<file path="src/rtl/enc_sample_wr.sv">
// enc_sample_wr: quadrature encoder capture stage that fills the sample SRAM.
// Each encoder edge produces one {dir, err, period} record, written to sequential
// addresses with a three-cycle SRAM write (SETUP, PULSE, HOLD). After DEPTH records
// the block parks in DONE and raises sample_end so the MCU readback stage can take over.
// Build option GLITCH_FILTER_EN: adds a 3-sample stability filter on each encoder channel.
module enc_sample_wr #(
    parameter logic [19:0]      DEPTH   = 20'h80000,
    parameter int               PER_W   = 14,
    parameter logic [PER_W-1:0] PER_MAX = {PER_W{1'b1}}
) (
    input  logic             sample_clk,
    input  logic             rst_n,
    input  logic             sample_start,
    input  logic             enc_a,
    input  logic             enc_b,
    output logic [19:0]      mem_addr,
    output logic [PER_W+1:0] mem_data,
    output logic             mem_ce_n,
    output logic             mem_we_n,
    output logic             busy,
    output logic             sample_end,
    output logic             overrun
);

    typedef enum logic [2:0] {
        ST_IDLE, ST_ARM, ST_WAIT, ST_SETUP, ST_PULSE, ST_HOLD, ST_DONE
    } state_t;

    localparam logic [19:0] LAST_ADDR = DEPTH - 20'd1;

    state_t             state;
    state_t             state_nx;
    logic [1:0]         start_sync;
    logic               start_d;
    logic [1:0]         a_sync;
    logic [1:0]         b_sync;
    logic               start_rise;
    logic [1:0]         cur_ab;
    logic [1:0]         prev_ab;
    logic [1:0]         ab_change;
    logic               edge_window;
    logic               enc_edge;
    logic               edge_err;
    logic               edge_dir;
    logic [PER_W+1:0]   edge_rec;
    logic               last_dir;
    logic [PER_W-1:0]   timer;
    logic [19:0]        wr_addr;
    logic [PER_W+1:0]   rec_q;
    logic [PER_W+1:0]   pend_q;
    logic               pend_v;
    logic               arm_req;
    logic               count_window;
    logic               last_slot;

    // Two-flop synchronisers for the asynchronous inputs plus start edge history
    always_ff @(posedge sample_clk or negedge rst_n) begin
        if (!rst_n) begin
            start_sync <= 2'b00;
            start_d    <= 1'b0;
            a_sync     <= 2'b00;
            b_sync     <= 2'b00;
        end else begin
            start_sync <= {start_sync[0], sample_start};
            start_d    <= start_sync[1];
            a_sync     <= {a_sync[0], enc_a};
            b_sync     <= {b_sync[0], enc_b};
        end
    end

    assign start_rise = start_sync[1] & ~start_d;

`ifdef GLITCH_FILTER_EN
    logic [1:0] a_hist;
    logic [1:0] b_hist;
    logic       a_hold;
    logic       b_hold;
    logic       a_use;
    logic       b_use;

    // A channel only moves once the synced sample agrees with the previous two
    always_comb begin
        a_use = (a_hist == {2{a_sync[1]}}) ? a_sync[1] : a_hold;
        b_use = (b_hist == {2{b_sync[1]}}) ? b_sync[1] : b_hold;
    end

    // Sample history and last accepted value for the stability filter
    always_ff @(posedge sample_clk or negedge rst_n) begin
        if (!rst_n) begin
            a_hist <= 2'b00;
            b_hist <= 2'b00;
            a_hold <= 1'b0;
            b_hold <= 1'b0;
        end else begin
            a_hist <= {a_hist[0], a_sync[1]};
            b_hist <= {b_hist[0], b_sync[1]};
            a_hold <= a_use;
            b_hold <= b_use;
        end
    end

    assign cur_ab = {a_use, b_use};
`else
    assign cur_ab = {a_sync[1], b_sync[1]};
`endif

    assign edge_window  = (state == ST_WAIT) || (state == ST_SETUP) ||
                          (state == ST_PULSE) || (state == ST_HOLD);
    assign count_window = edge_window || (state == ST_ARM);
    assign ab_change    = cur_ab ^ prev_ab;
    assign enc_edge     = edge_window && (ab_change != 2'b00);
    assign edge_err     = (ab_change == 2'b11);
    assign edge_dir     = edge_err ? last_dir : (prev_ab[1] ^ cur_ab[0]);
    assign edge_rec     = {edge_dir, edge_err, timer};
    assign last_slot    = (wr_addr == LAST_ADDR);
    assign arm_req      = start_rise &&
                          ((state == ST_IDLE) || (state == ST_DONE) || (state == ST_WAIT));

    // State register
    always_ff @(posedge sample_clk or negedge rst_n) begin
        if (!rst_n) begin
            state <= ST_IDLE;
        end else begin
            state <= state_nx;
        end
    end

    // Next-state decode: start re-arms only from idle, done or waiting
    always_comb begin
        state_nx = state;
        case (state)
            ST_IDLE, ST_DONE: if (start_rise) state_nx = ST_ARM;
            ST_ARM:   state_nx = ST_WAIT;
            ST_WAIT: begin
                if (start_rise) begin
                    state_nx = ST_ARM;
                end else if (enc_edge || pend_v) begin
                    state_nx = ST_SETUP;
                end
            end
            ST_SETUP: state_nx = ST_PULSE;
            ST_PULSE: state_nx = ST_HOLD;
            ST_HOLD: begin
                if (last_slot) begin
                    state_nx = ST_DONE;
                end else if (pend_v || enc_edge) begin
                    state_nx = ST_SETUP;
                end else begin
                    state_nx = ST_WAIT;
                end
            end
            default:  state_nx = ST_IDLE;
        endcase
    end

    // Strobes and status decoded purely from state so reset releases them at once
    always_comb begin
        mem_ce_n   = 1'b1;
        mem_we_n   = 1'b1;
        busy       = 1'b0;
        sample_end = 1'b0;
        case (state)
            ST_ARM, ST_WAIT:   busy = 1'b1;
            ST_SETUP, ST_HOLD: begin
                busy     = 1'b1;
                mem_ce_n = 1'b0;
            end
            ST_PULSE: begin
                busy     = 1'b1;
                mem_ce_n = 1'b0;
                mem_we_n = 1'b0;
            end
            ST_DONE:           sample_end = 1'b1;
            default: ;
        endcase
    end

    // Interval timer, edge tracking, record staging, pending slot and write address
    always_ff @(posedge sample_clk or negedge rst_n) begin
        if (!rst_n) begin
            wr_addr  <= 20'd0;
            rec_q    <= '0;
            pend_q   <= '0;
            pend_v   <= 1'b0;
            timer    <= '0;
            prev_ab  <= 2'b00;
            last_dir <= 1'b0;
            overrun  <= 1'b0;
        end else if (arm_req) begin
            wr_addr <= 20'd0;
            overrun <= 1'b0;
            timer   <= '0;
            pend_v  <= 1'b0;
        end else begin
            if (enc_edge) begin
                timer <= {{(PER_W-1){1'b0}}, 1'b1};
            end else if (count_window && (timer != PER_MAX)) begin
                timer <= timer + 1'b1;
            end

            if ((state == ST_ARM) || enc_edge) begin
                prev_ab <= cur_ab;
            end
            if (enc_edge) begin
                last_dir <= edge_dir;
            end

            case (state)
                ST_WAIT: begin
                    if (enc_edge) begin
                        rec_q <= edge_rec;
                    end
                end
                ST_SETUP, ST_PULSE: begin
                    if (enc_edge) begin
                        if (!pend_v) begin
                            pend_q <= edge_rec;
                            pend_v <= 1'b1;
                        end else begin
                            overrun <= 1'b1;
                        end
                    end
                end
                ST_HOLD: begin
                    wr_addr <= wr_addr + 20'd1;
                    if (last_slot) begin
                        pend_v <= 1'b0;
                    end else if (pend_v) begin
                        rec_q  <= pend_q;
                        pend_v <= 1'b0;
                        if (enc_edge) begin
                            overrun <= 1'b1;
                        end
                    end else if (enc_edge) begin
                        rec_q <= edge_rec;
                    end
                end
                default: ;
            endcase
        end
    end

    assign mem_addr = wr_addr;
    assign mem_data = rec_q;

endmodule

</file>
<file path="config.mk">
export PLATFORM = sky130hd
export DESIGN_NAME = enc_sample_wr
export DESIGN_NICKNAME = d
export VERILOG_FILES = /design/src/rtl/enc_sample_wr.sv
export SDC_FILE = /design/constraint.sdc
export NUM_CORES = 1
export LEC_CHECK = 0
export ABC_AREA = 1
export CAP_MARGIN = 40
export CORE_UTILIZATION = 40
export CTS_BUF_LIST = sky130_fd_sc_hd__clkbuf_4 sky130_fd_sc_hd__clkbuf_8 sky130_fd_sc_hd__clkbuf_16
export CTS_CLUSTER_DIAMETER = 200
export DETAILED_ROUTE_END_ITERATION = 8
export HOLD_SLACK_MARGIN = 0.03
export SYNTH_ARGS = -nofsm -noshare
export SYNTH_HDL_FRONTEND = slang
export SYNTH_SLANG_ARGS = --single-unit
</file>
<file path="constraint.sdc">
create_clock -name sample_clk -period 1.6 [get_ports sample_clk]
set_input_delay 0.32 -clock sample_clk [delete_from_list [all_inputs] [get_ports sample_clk]]
set_output_delay 0.32 -clock sample_clk [all_outputs]
set_load 0.01 [all_outputs]
</file>
# ---- After elaboration in Yosys (flattened, before gate mapping)
# Index checks and enable logic that the tools add are counted.
dict set report word_totals {
  reg_bits 81
  out_inout_bits 41
}
dict set report classes {
  n_addsub 2
  n_eq_ne 17
  mux 29
  bitwise 6
  n_reduce_logical 28
}
# operator n
set op_table {}
lappend op_table {{$mux W16} 3}
lappend op_table {{$mux W14} 3}
lappend op_table {{$mux W20} 2}
lappend op_table {{$pmux W16 S2} 1}
lappend op_table {{$add A20 B1 Y20 const B} 1}
lappend op_table {{$eq A20 B19 Y1 const B} 1}
lappend op_table {{$pmux W3 S6} 1}
lappend op_table {{$ne A3 B3 Y1 const B} 5}
lappend op_table {{$add A14 B1 Y14 const B} 1}
lappend op_table {{$ne A14 B14 Y1 const B} 1}
lappend op_table {{$mux W1} 13}
lappend op_table {{$mux W3} 4}
lappend op_table {{$eq A3 B3 Y1 const B} 3}
lappend op_table {{$logic_or A1 B1 Y1} 8}
lappend op_table {{$reduce_and A2 Y1} 4}
lappend op_table {{$eq A3 B2 Y1 const B} 2}
lappend op_table {{$reduce_and A6 Y1} 1}
lappend op_table {{$reduce_bool A2 Y1} 3}
lappend op_table {{$reduce_bool A3 Y1} 2}
lappend op_table {{$reduce_or A5 Y1} 1}
lappend op_table {{$ne A2 B2 Y1 const B} 2}
lappend op_table {{$pmux W1 S2} 2}
lappend op_table {{$reduce_and A4 Y1} 1}
lappend op_table {{$reduce_or A2 Y1} 2}
lappend op_table {{other kinds (11)} 15}

# ---- Longest topological paths before layout
# Gate-level depths: netlist of run 1.
dict set report logic_depth {
  word_depth 10
  depth_mapped 11
  depth_no_buf 11
}

# ---- Least setup slack after synthesis of run 1
# Ideal clock, no wire load.
dict set report synth_timing {
  path_type {register to register}
  startpoint {register wr_addr[0] (netlist: mem_addr[0])}
  endpoint {register rec_q[10] (netlist: mem_data[10])}
  arrival_time_ps 1505
  t_required_ps 1477
  setup_slack_ps -28
  stages_incl_launch_ff 10
  path_buffers 1
  period_less_slack_ps 1628
  cell_sequence {dfrtp_1 ha_1 nand2_1 nor2_1 nand2_1 nor2_2 nand3_2 nand3_4 buf_6 o21ai_2}
}
dict set report synth_via {
  elab_chain_cells 3
}
# item line_no
set synth_lines {}
lappend synth_lines {{start: declaration} 48} ;# logic [19:0] wr_addr;
lappend synth_lines {{start signal: assignment} 225} ;# wr_addr <= wr_addr + 20'd1;
lappend synth_lines {{$eq A20 B19 Y1} 115} ;# assign last_slot = (wr_addr == LAST_ADDR);
lappend synth_lines {{$ne A2 B2 Y1 (no line)} n/a}
lappend synth_lines {{$reduce_and A3 Y1 (no line)} n/a}
lappend synth_lines {{end signal: assignment} 211} ;# rec_q <= edge_rec;
lappend synth_lines {{end signal: assignment} 229} ;# rec_q <= pend_q;
lappend synth_lines {{end signal: assignment} 235} ;# rec_q <= edge_rec;
lappend synth_lines {{end: declaration} 49} ;# logic [PER_W+1:0] rec_q;
# No other way between the ends.
# A chain may end at the register's enable or synchronous reset.

# ---- Worst setup path after layout of run 1
dict set report layout_timing {
  startpoint {register state[2]}
  endpoint {register overrun}
}
dict set report layout_via {
  elab_chain_cells 7
  elab_cells_between_ends 23
}
# item line_no
set layout_lines {}
lappend layout_lines {{start: declaration} 31} ;# state_t state;
lappend layout_lines {{start signal: assignment} 124} ;# state <= state_nx;
lappend layout_lines {{$eq A3 B2 Y1 (on tied branches)} {107, 117, 208}}
lappend layout_lines {{$logic_or A1 B1 Y1 (2 in series)} 107} ;# assign edge_window = (state == ST_WAIT) || (state == ST_SETUP) ||
lappend layout_lines {{$logic_or A1 B1 Y1} 108} ;# (state == ST_PULSE) || (state == ST_HOLD);
lappend layout_lines {{$logic_and A1 B1 Y1} 111} ;# assign enc_edge = edge_window && (ab_change != 2'b00);
lappend layout_lines {{$ne A3 B3 Y1 (no line)} n/a}
lappend layout_lines {{$reduce_and A6 Y1 (no line)} n/a}
lappend layout_lines {{end signal: assignment} 188} ;# overrun <= 1'b0;
lappend layout_lines {{end signal: assignment} 191} ;# overrun <= 1'b0;
lappend layout_lines {{end signal: assignment} 220} ;# overrun <= 1'b1;
lappend layout_lines {{end: declaration} 22} ;# output logic overrun
# Several ways; a longest one is shown, not always the timed one.

==> out/summary.txt, run 1 <==
ROUTE
-------------------------------------------------------------------------------------------
Highest metal layer used by the detailed router ..............................         met4
Met3 wire length .............................................................       424 µm
Detailed-routing iteration count for the pre-antenna-repair pass .............            4
Overall routed net length ....................................................    11,350 µm
Number of design rule violations left after detail routing ...................            0
Count of antenna-violating nets left after detailed routing ..................            0
Wirelength per Cell ..........................................................     14.10 µm
Met2 routed wirelength .......................................................      5227 µm
Met1 wire length .............................................................      5475 µm
Number of design-rule violations left by the first detailed-router iteration .          212
Drt via density ..............................................................        5.073
Vias .........................................................................        4,084

CLOCKING
-------------------------------------------------------------------------------------------
Num CTS Buffers ..............................................................            9
CTS H-Tree Depth .............................................................            3
Clock sink count .............................................................           81
Skew-Pair Late Insertion Delay ...............................................      0.37 ns
Clock tree from TritonCTS ....................................................        built
CTS Root Cell ................................................................ sky130_fd_sc_hd__clkbuf_8
Clk pin slew, worst setup/hold paths .........................................      0.08 ns
Maximum buffer depth of the clock tree .......................................            2

YOSYS
-------------------------------------------------------------------------------------------
Mean area per synthesized cell ...............................................    8.091 µm²
Compound-Gate Fraction of Synth Area .........................................       15.08%
Cell variety after synth .....................................................           39
Most frequently used flop master after synthesis ............................. sky130_fd_sc_hd__dfrtp_1
Mapped Cells .................................................................          527
Xor/xnor share of the synthesized area .......................................      0.6162%
Number of enable-type register cells in the synthesized netlist ..............            0
Multiplexer fraction of the synthesized cell area ............................           0%
Post-synthesis instance area .................................................     4264 µm²
Number of synthesized register bits ..........................................           81
Part of the Yosys area used for sequential elements ..........................       47.54%
Net count after synthesis ....................................................          534
Warning count from the yosys run .............................................            0
Dominant combinational cell family by area after synthesis ................... simple AND/OR/NAND/NOR gates
Synth Area in Adders .........................................................      0.5869%
Synth Area in Simple Gates ...................................................       28.32%
Fraction of registers with async set or reset after synthesis ................       100.0%

CRITICAL PATH
-------------------------------------------------------------------------------------------
Class of the most critical setup path ........................................   reg -> reg
Worst r2r dst ................................................................      overrun
Data arrival time of the worst path ..........................................      2.01 ns
Critical path launch point type ..............................................         flop
Worst-path fanout max ........................................................            3
Slack of the worst reg-to-reg path ...........................................     -0.15 ns
Nature of the critical path endpoint .........................................         flop
Depth of the most critical reg-to-reg path ...................................           12
Startpoint of the worst register-to-register path ............................     state[2]
Required time of the critical path ...........................................      1.86 ns

LAYOUT
-------------------------------------------------------------------------------------------
Most common cell after layout, fill and taps aside ........................... sky130_fd_sc_hd__nand2_1
Final cell count without fillers .............................................          805
Final layout net count .......................................................          671
Count of filler cells inserted in the layout .................................          921
Sequential cell area .........................................................     2032 µm²
Area added between synthesis and finish ......................................       43.08%
Final cell area excluding filler cells .......................................     6101 µm²
Area of the multi-input gates ................................................     2136 µm²
Antenna fix cells ............................................................            0
Layout cells sized above 1 ...................................................       30.94%
Commonest non-fill, non-tap cells in the layout .............................. sky130_fd_sc_hd__nand2_1 (129), sky130_fd_sc_hd__dfrtp_1 (77), sky130_fd_sc_hd__buf_4 (72), sky130_fd_sc_hd__inv_1 (47), sky130_fd_sc_hd__nor2_1 (35)

TIMING
-------------------------------------------------------------------------------------------
Unrepaired setup endpoints after global routing ..............................          yes
Final hold vios ..............................................................            0
Max Clock Freq ...............................................................    569.9 MHz
Post-layout minimum cycle time ...............................................     1.755 ns
Slew at the pin with the worst max-slew slack ................................    0.4098 ns
Final clock skew .............................................................  0.008610 ns
Worst-case setup margin in the final layout ..................................   -0.1547 ns
Final worst path period share ................................................       109.7%
Count of final setup violators ...............................................           53
Relative slew slack ..........................................................       72.68%
Max Transition Viols Final ...................................................            0
Hold Slack ...................................................................    0.3575 ns

WORST HOLD PATH
-------------------------------------------------------------------------------------------
Cell depth of the worst min-delay path .......................................            0
Tightest Hold Check Type .....................................................   reg -> reg
WHS Endpoint ................................................................. start_sync[1]
Min-delay src ................................................................ start_sync[0]

GLOBAL ROUTING
-------------------------------------------------------------------------------------------
Initial antenna violation count ..............................................            0
First-pass GRT wire length ...................................................    18,540 µm
Total global routing track utilization .......................................       21.52%
Largest net degree at the start of global routing ............................           33
Vias in the first global route ...............................................        3,859
Grt total ovfl ...............................................................            0

PLACEMENT
-------------------------------------------------------------------------------------------
Placed cell area .............................................................     5318 µm²
Cell Count Post-Placement ....................................................          758
Placer Congestion ............................................................       0.8857
Quantity of I/O buffers inserted on ports ....................................           45
Pre-CTS setup slack ..........................................................   -0.1966 ns
Placed wire-length estimate ..................................................      7765 µm

POWER
-------------------------------------------------------------------------------------------
Worst IR drop on VDD .........................................................    0.9864 mV
Leakage power figure .........................................................     3.037 nW
P per Cell Area ..............................................................  1438 nW/µm²
Tot Pwr ......................................................................     8.775 mW

FLOORPLANNING
-------------------------------------------------------------------------------------------
I/O pin count ................................................................           46
Die span in x ................................................................     105.3 µm
Core Footprint ...............................................................   10,320 µm²
Starting density of the core .................................................       41.30%
Die Span Y ...................................................................     105.3 µm
Number of cell rows ..........................................................           37
Die Area .....................................................................   11,080 µm²

OUTCOME
-------------------------------------------------------------------------------------------
Result of the run ............................................................ finished with violations
Failing checks ............................................................... setup timing

FLOW RUN
-------------------------------------------------------------------------------------------
Count of maximum capacitance violations ......................................            0

-- critical path: stages, from the launching register on --
cell and delay (ns):
sky130_fd_sc_hd__dfrtp_1 0.42, sky130_fd_sc_hd__buf_4 0.15, sky130_fd_sc_hd__nand2_4 0.08, sky130_fd_sc_hd__nor2_4 0.05, sky130_fd_sc_hd__nor2_4 0.14, sky130_fd_sc_hd__nand2_4 0.06
sky130_fd_sc_hd__buf_4 0.13, sky130_fd_sc_hd__buf_4 0.12, sky130_fd_sc_hd__buf_4 0.12, sky130_fd_sc_hd__buf_4 0.12, sky130_fd_sc_hd__buf_4 0.12, sky130_fd_sc_hd__nand4_1 0.06
sky130_fd_sc_hd__nand2_1 0.07
-- repair_timing --
action	4_1_cts	5_1_grt
cloned	2	1
endpoints found under the setup margin	88	80
pin swaps	15	24
endpoints found under the hold margin	26	0
setup buffers	25	5
hold buffers	1	0
resized for setup	92	71
-- power breakdown --
group,switching [mW],leakage (nW),internal [mW]
combinational,2.21,1.87,2.02
clock,0.822,0.115,0.895
sequential,0.289,1.06,2.54
-- worst max-delay path by stage --
stage           startpoint            to  cells after the start
6_report          state[2]       overrun                     12
5_1_grt           state[2]       overrun                     12
4_1_cts           state[1]      mem_ce_n                      7
3_5_place_dp      state[1]      mem_ce_n                      7
3_3_place_gp      state[1]      mem_ce_n                      7
2_1_floorplan  mem_addr[1]  mem_data[10]                      9
-- cell families after synthesis --
group,Yosys count
AND/OR/NAND/NOR,268
AO/OA/AOI/OAI,102
flip-flops,81
buffers and inverters,71
XOR/XNOR,3
adder cells (fa/ha/maj),2
-- flip-flops by register name (all words and copies together) (netlist names) --
| name | flops |
|---|---|
| start_sync | 2 |
| timer | 14 |
| last_dir | 1 |
| prev_ab | 2 |
| mem_addr | 20 |
| b_sync | 2 |
| overrun | 1 |
| mem_data | 16 |
| a_sync | 2 |
| pend_v | 1 |
| state | 3 |
| pend_q | 16 |
| start_d | 1 |
-- area by class of cell --
type                            count  area share (%)
Clock inverter                      7           1.641
Inverter                           57           3.794
Multi-Input combinational cell    376           35.01
Clock buffer                        9           2.030
Tap cell                          136           2.789
Sequential cell                    81           33.31
Timing Repair Buffer              139           21.43
-- layer usage --
layer  vias up  GRT usage (%)
li1       1995              -
met1      1976          30.17
met2        94          32.99
met3        19          2.845
met4         0          10.26
met5         -              0
-- synth_stat cells, types with 3 or more instances --
| master | n | area share, % |
|---|---|---|
| sky130_fd_sc_hd__a21oi_1 | 15 | 1.8 |
| sky130_fd_sc_hd__buf_2 | 3 | 0.35 |
| sky130_fd_sc_hd__buf_4 | 5 | 0.88 |
| sky130_fd_sc_hd__buf_6 | 4 | 1.1 |
| sky130_fd_sc_hd__dfrtp_1 | 81 | 48 |
| sky130_fd_sc_hd__inv_1 | 53 | 4.7 |
| sky130_fd_sc_hd__inv_2 | 4 | 0.35 |
| sky130_fd_sc_hd__nand2_1 | 142 | 12 |
| sky130_fd_sc_hd__nand2_2 | 9 | 1.3 |
| sky130_fd_sc_hd__nand3_1 | 26 | 3.1 |
| sky130_fd_sc_hd__nand4_1 | 19 | 2.8 |
| sky130_fd_sc_hd__nor2_1 | 50 | 4.4 |
| sky130_fd_sc_hd__nor2_2 | 4 | 0.59 |
| sky130_fd_sc_hd__nor3_1 | 6 | 0.70 |
| sky130_fd_sc_hd__o21a_1 | 17 | 3.0 |
| sky130_fd_sc_hd__o21ai_0 | 44 | 5.2 |
| sky130_fd_sc_hd__o21ai_1 | 3 | 0.35 |
| sky130_fd_sc_hd__o21ai_2 | 15 | 3.1 |
| sky130_fd_sc_hd__xor2_1 | 3 | 0.62 |
-- metrics by stage --
stage	setup TNS, ns	utilization [%]
after floorplan	0	-
after global placement	-1.167	51.51
after detailed placement	-3.411	51.51
after CTS	-2.346	56.66
after global routing	-7.103	59.10
final	-2.782	59.10
Note: power is estimated with default switching activity, not from simulation.
==> run 2, diff against run 1 <==
Settings changed: CORE_UTILIZATION 40 to 30.
==> run 2 against run 1 <==
The flow still finishes with violations (setup timing). Sequential cell count did not move. Fmax is 3.0% higher. Non-clock buffer count fell by 3. Clock-buffer cell count rose by 1. Sequential power grew 1%. Worst hold slack worse by 0.015 ns. Die area up 33%. Design area increased by 0.80%. Cell count rose by 4.8%. Critical path type is now reg -> out. Critical endpoint is now mem_ce_n.
==> out/summary.txt, run 2 (synthesis gave the netlist of run 1 again) <==
CRITICAL PATH
-------------------------------------------------------------------------------------------
Worst-path fanout max ........................................................            3   unchanged
Critical path origin .........................................................     state[2]   unchanged
Count of cell instances traversed by the critical path .......................            7   was 12
Depth of the most critical reg-to-reg path ...................................            9   was 12
Largest delay contributor family on the critical path ........................   flip-flops   was buffers and inverters
Worst path max stage delay ...................................................      0.42 ns   about the same
Worst r2r dst ................................................................  mem_data[3]   was overrun
Nature of the critical path endpoint .........................................  output port   was flop
Slowest stage cell on the critical path ...................................... sky130_fd_sc_hd__dfrtp_1   unchanged
Class of the most critical setup path ........................................   reg -> out   was reg -> reg
Required time of the critical path ...........................................      1.28 ns   was 1.86 ns
Startpoint of the worst register-to-register path ............................     state[1]   was state[2]
Slack of the worst reg-to-reg path ...........................................     -0.08 ns   was -0.15 ns
Crit path buffers/inverters ..................................................            3   was 6
Crit-path cells .............................................................. inv_2 > nand2_4 > nor2_4 > nor2_2 > nand2_1 > inv_1 > buf_2   was buf_4 > nand2_4 > nor2_4 > nor2_4 > nand2_4 > buf_4 > buf_4 > buf_4 > buf_4 > buf_4 > nand4_1 > nand2_1
Critical path launch point type ..............................................         flop   unchanged
Data arrival time of the worst path ..........................................      1.38 ns   was 2.01 ns

GLOBAL ROUTING
-------------------------------------------------------------------------------------------
Vias in the first global route ...............................................        3,883   was 3,859
Grt total ovfl ...............................................................            0   unchanged
Initial antenna violation count ..............................................            0   unchanged
First-pass GRT wire length ...................................................    18,490 µm   was 18,540 µm
Largest net degree at the start of global routing ............................           42   was 33
Total global routing track utilization .......................................       16.14%   was 21.52%

ROUTE
-------------------------------------------------------------------------------------------
Count of antenna-violating nets left after detailed routing ..................            0   unchanged
Vias .........................................................................        4,043   was 4,084
Number of design rule violations left after detail routing ...................            0   unchanged
Wirelength per Cell ..........................................................     13.60 µm   was 14.10 µm
Detailed-routing iteration count for the pre-antenna-repair pass .............            5   was 4
Drt via density ..............................................................        4.790   was 5.073
Number of design-rule violations left by the first detailed-router iteration .          274   was 212
Overall routed net length ....................................................    11,480 µm   was 11,350 µm

TIMING
-------------------------------------------------------------------------------------------
Max Transition Viols Final ...................................................            0   unchanged
Sum of negative setup slack ..................................................    -1.101 ns   was -2.782 ns
Unrepaired setup endpoints after global routing ..............................          yes   unchanged
Final hold vios ..............................................................            0   unchanged
Hold Slack ...................................................................    0.3429 ns   was 0.3575 ns
Relative slew slack ..........................................................       73.62%   was 72.68%
Post-layout minimum cycle time ...............................................     1.704 ns   was 1.755 ns
Worst-case setup margin in the final layout ..................................   -0.1040 ns   was -0.1547 ns
Max Clock Freq ...............................................................    586.9 MHz   was 569.9 MHz
Slew at the pin with the worst max-slew slack ................................    0.3957 ns   was 0.4098 ns
Count of final setup violators ...............................................           24   was 53
Final worst path period share ................................................       106.5%   was 109.7%
Final clock skew .............................................................  0.007283 ns   was 0.008610 ns

CLOCKING
-------------------------------------------------------------------------------------------
Skew-Pair Late Insertion Delay ...............................................      0.34 ns   was 0.37 ns
Num CTS Buffers ..............................................................            9   unchanged
CTS Root Cell ................................................................ sky130_fd_sc_hd__clkbuf_16   was sky130_fd_sc_hd__clkbuf_8
Maximum buffer depth of the clock tree .......................................            2   unchanged
Clock tree from TritonCTS ....................................................        built   unchanged
Clk pin slew, worst setup/hold paths .........................................      0.06 ns   was 0.08 ns
CTS H-Tree Depth .............................................................            3   unchanged
Clock sink count .............................................................           81   unchanged

PLACEMENT
-------------------------------------------------------------------------------------------
Cell Count Post-Placement ....................................................          802   was 758
Placed wire-length estimate ..................................................      7955 µm   was 7765 µm
Placer Congestion ............................................................       0.8484   was 0.8857
Quantity of I/O buffers inserted on ports ....................................           45   unchanged
Pre-CTS setup slack ..........................................................   -0.1722 ns   was -0.1966 ns

POWER
-------------------------------------------------------------------------------------------
Tot Pwr ......................................................................     8.984 mW   was 8.775 mW
P per Cell Area ..............................................................  1461 nW/µm²   was 1438 nW/µm²
Fraction of power consumed by combinational cells ............................        46.2%   was 48.1%
Net switching share of the total power .......................................       37.53%   was 37.84%
Internal cell power ..........................................................     5.612 mW   was 5.455 mW
Sequential cell fraction of total power ......................................        32.0%   was 32.3%
Worst IR drop on VDD .........................................................    0.8824 mV   was 0.9864 mV
Fraction of power consumed by the clock network ..............................        21.8%   was 19.6%
Leakage power figure .........................................................     3.053 nW   was 3.037 nW
Switching Power ..............................................................     3.372 mW   was 3.320 mW

FLOORPLANNING
-------------------------------------------------------------------------------------------
Die span in x ................................................................     121.2 µm   was 105.3 µm
Core Footprint ...............................................................   13,880 µm²   was 10,320 µm²
Die Span Y ...................................................................     121.2 µm   was 105.3 µm
Number of cell rows ..........................................................           43   was 37
I/O pin count ................................................................           46   unchanged
Starting density of the core .................................................       30.72%   was 41.30%
Die Area .....................................................................   14,690 µm²   was 11,080 µm²

LAYOUT
-------------------------------------------------------------------------------------------
Commonest non-fill, non-tap cells in the layout .............................. sky130_fd_sc_hd__nand2_1 (129), sky130_fd_sc_hd__dfrtp_1 (79), sky130_fd_sc_hd__buf_4 (76), sky130_fd_sc_hd__inv_1 (51), sky130_fd_sc_hd__nor2_1 (37)   was sky130_fd_sc_hd__nand2_1 (129), sky130_fd_sc_hd__dfrtp_1 (77), sky130_fd_sc_hd__buf_4 (72), sky130_fd_sc_hd__inv_1 (47), sky130_fd_sc_hd__nor2_1 (35)
Layout cells sized above 1 ...................................................       29.52%   was 30.94%
Most common cell after layout, fill and taps aside ........................... sky130_fd_sc_hd__nand2_1   unchanged
Final layout net count .......................................................          667   was 671
Area added between synthesis and finish ......................................       44.22%   was 43.08%
Flip-flop count of the largest register, all copies and words added ..........           20   unchanged
Antenna fix cells ............................................................            0   unchanged
Final cell count without fillers .............................................          844   was 805

OUTCOME
-------------------------------------------------------------------------------------------
Result of the run ............................................................ finished with violations   unchanged
Failing checks ............................................................... setup timing   unchanged

WORST HOLD PATH
-------------------------------------------------------------------------------------------
Cell depth of the worst min-delay path .......................................            0   unchanged
WHS Endpoint .................................................................    a_sync[1]   was start_sync[1]
Min-delay src ................................................................    a_sync[0]   was start_sync[0]
Tightest Hold Check Type .....................................................   reg -> reg   unchanged

FLOW RUN
-------------------------------------------------------------------------------------------
Count of maximum capacitance violations ......................................            0   unchanged

run 2: worst reg2reg max path, cell delays in order (launching register included):
cell and delay [ns]:
sky130_fd_sc_hd__dfrtp_2 0.44, sky130_fd_sc_hd__buf_4 0.16, sky130_fd_sc_hd__nor2_4 0.11, sky130_fd_sc_hd__nand2_4 0.07, sky130_fd_sc_hd__buf_6 0.15, sky130_fd_sc_hd__inv_8 0.08
sky130_fd_sc_hd__nand2_4 0.06, sky130_fd_sc_hd__buf_12 0.17, sky130_fd_sc_hd__o21ai_0 0.25, sky130_fd_sc_hd__o21ai_2 0.09
run 2: repair_timing:
item                                   in CTS  in global routing
endpoints found under the hold margin      25                  0
pin swaps                                   7                 15
hold buffers                                1                  0
setup endpoints to repair                  80                 83
resized for setup                          74                 78
setup buffers                              18                  9
run 2: per-stage QoR:
step	utilization, %	instance area [µm²]
6_report	44.30	6150
3_5_place_dp	38.62	5360
4_1_cts	42.15	5851
2_1_floorplan	-	4265
3_3_place_gp	38.62	5360
5_1_grt	44.30	6150
run 2: layout make-up:
class	count	area, µm²
Inverter	57	236.5
Sequential cell	81	2029
Clock buffer	10	239.0
Clock inverter	5	41.29
Multi-Input combinational cell	375	2142
Fill cell	1356	7731
Timing Repair Buffer	136	1236
Tap cell	180	225.2
run 2: routing by layer:
metal  track usage, %  vias to the layer above  wire length [µm]
met5                0                        -                 0
met2            25.54                      118              5353
met4            6.713                        0               278
met3            3.571                       22               628
met1            21.23                     1915              5215
li1                 -                     1988                 -
run 2: power by group through the flow:
stage	sequential, mW	combinational, mW	clock, mW
2_1_floorplan	2.91	1.90	0
4_1_cts	2.86	3.69	2.02
3_3_place_gp	2.86	3.32	0
3_5_place_dp	2.89	3.40	0
6_report	2.87	4.15	1.96
5_1_grt	2.93	4.50	2.10
run 2: worst max path at each step:
stage,end
after global routing,mem_ce_n
after floorplan,mem_data[10]
after global placement,mem_ce_n
after detailed placement,mem_ce_n
after CTS,mem_ce_n
final,mem_ce_n
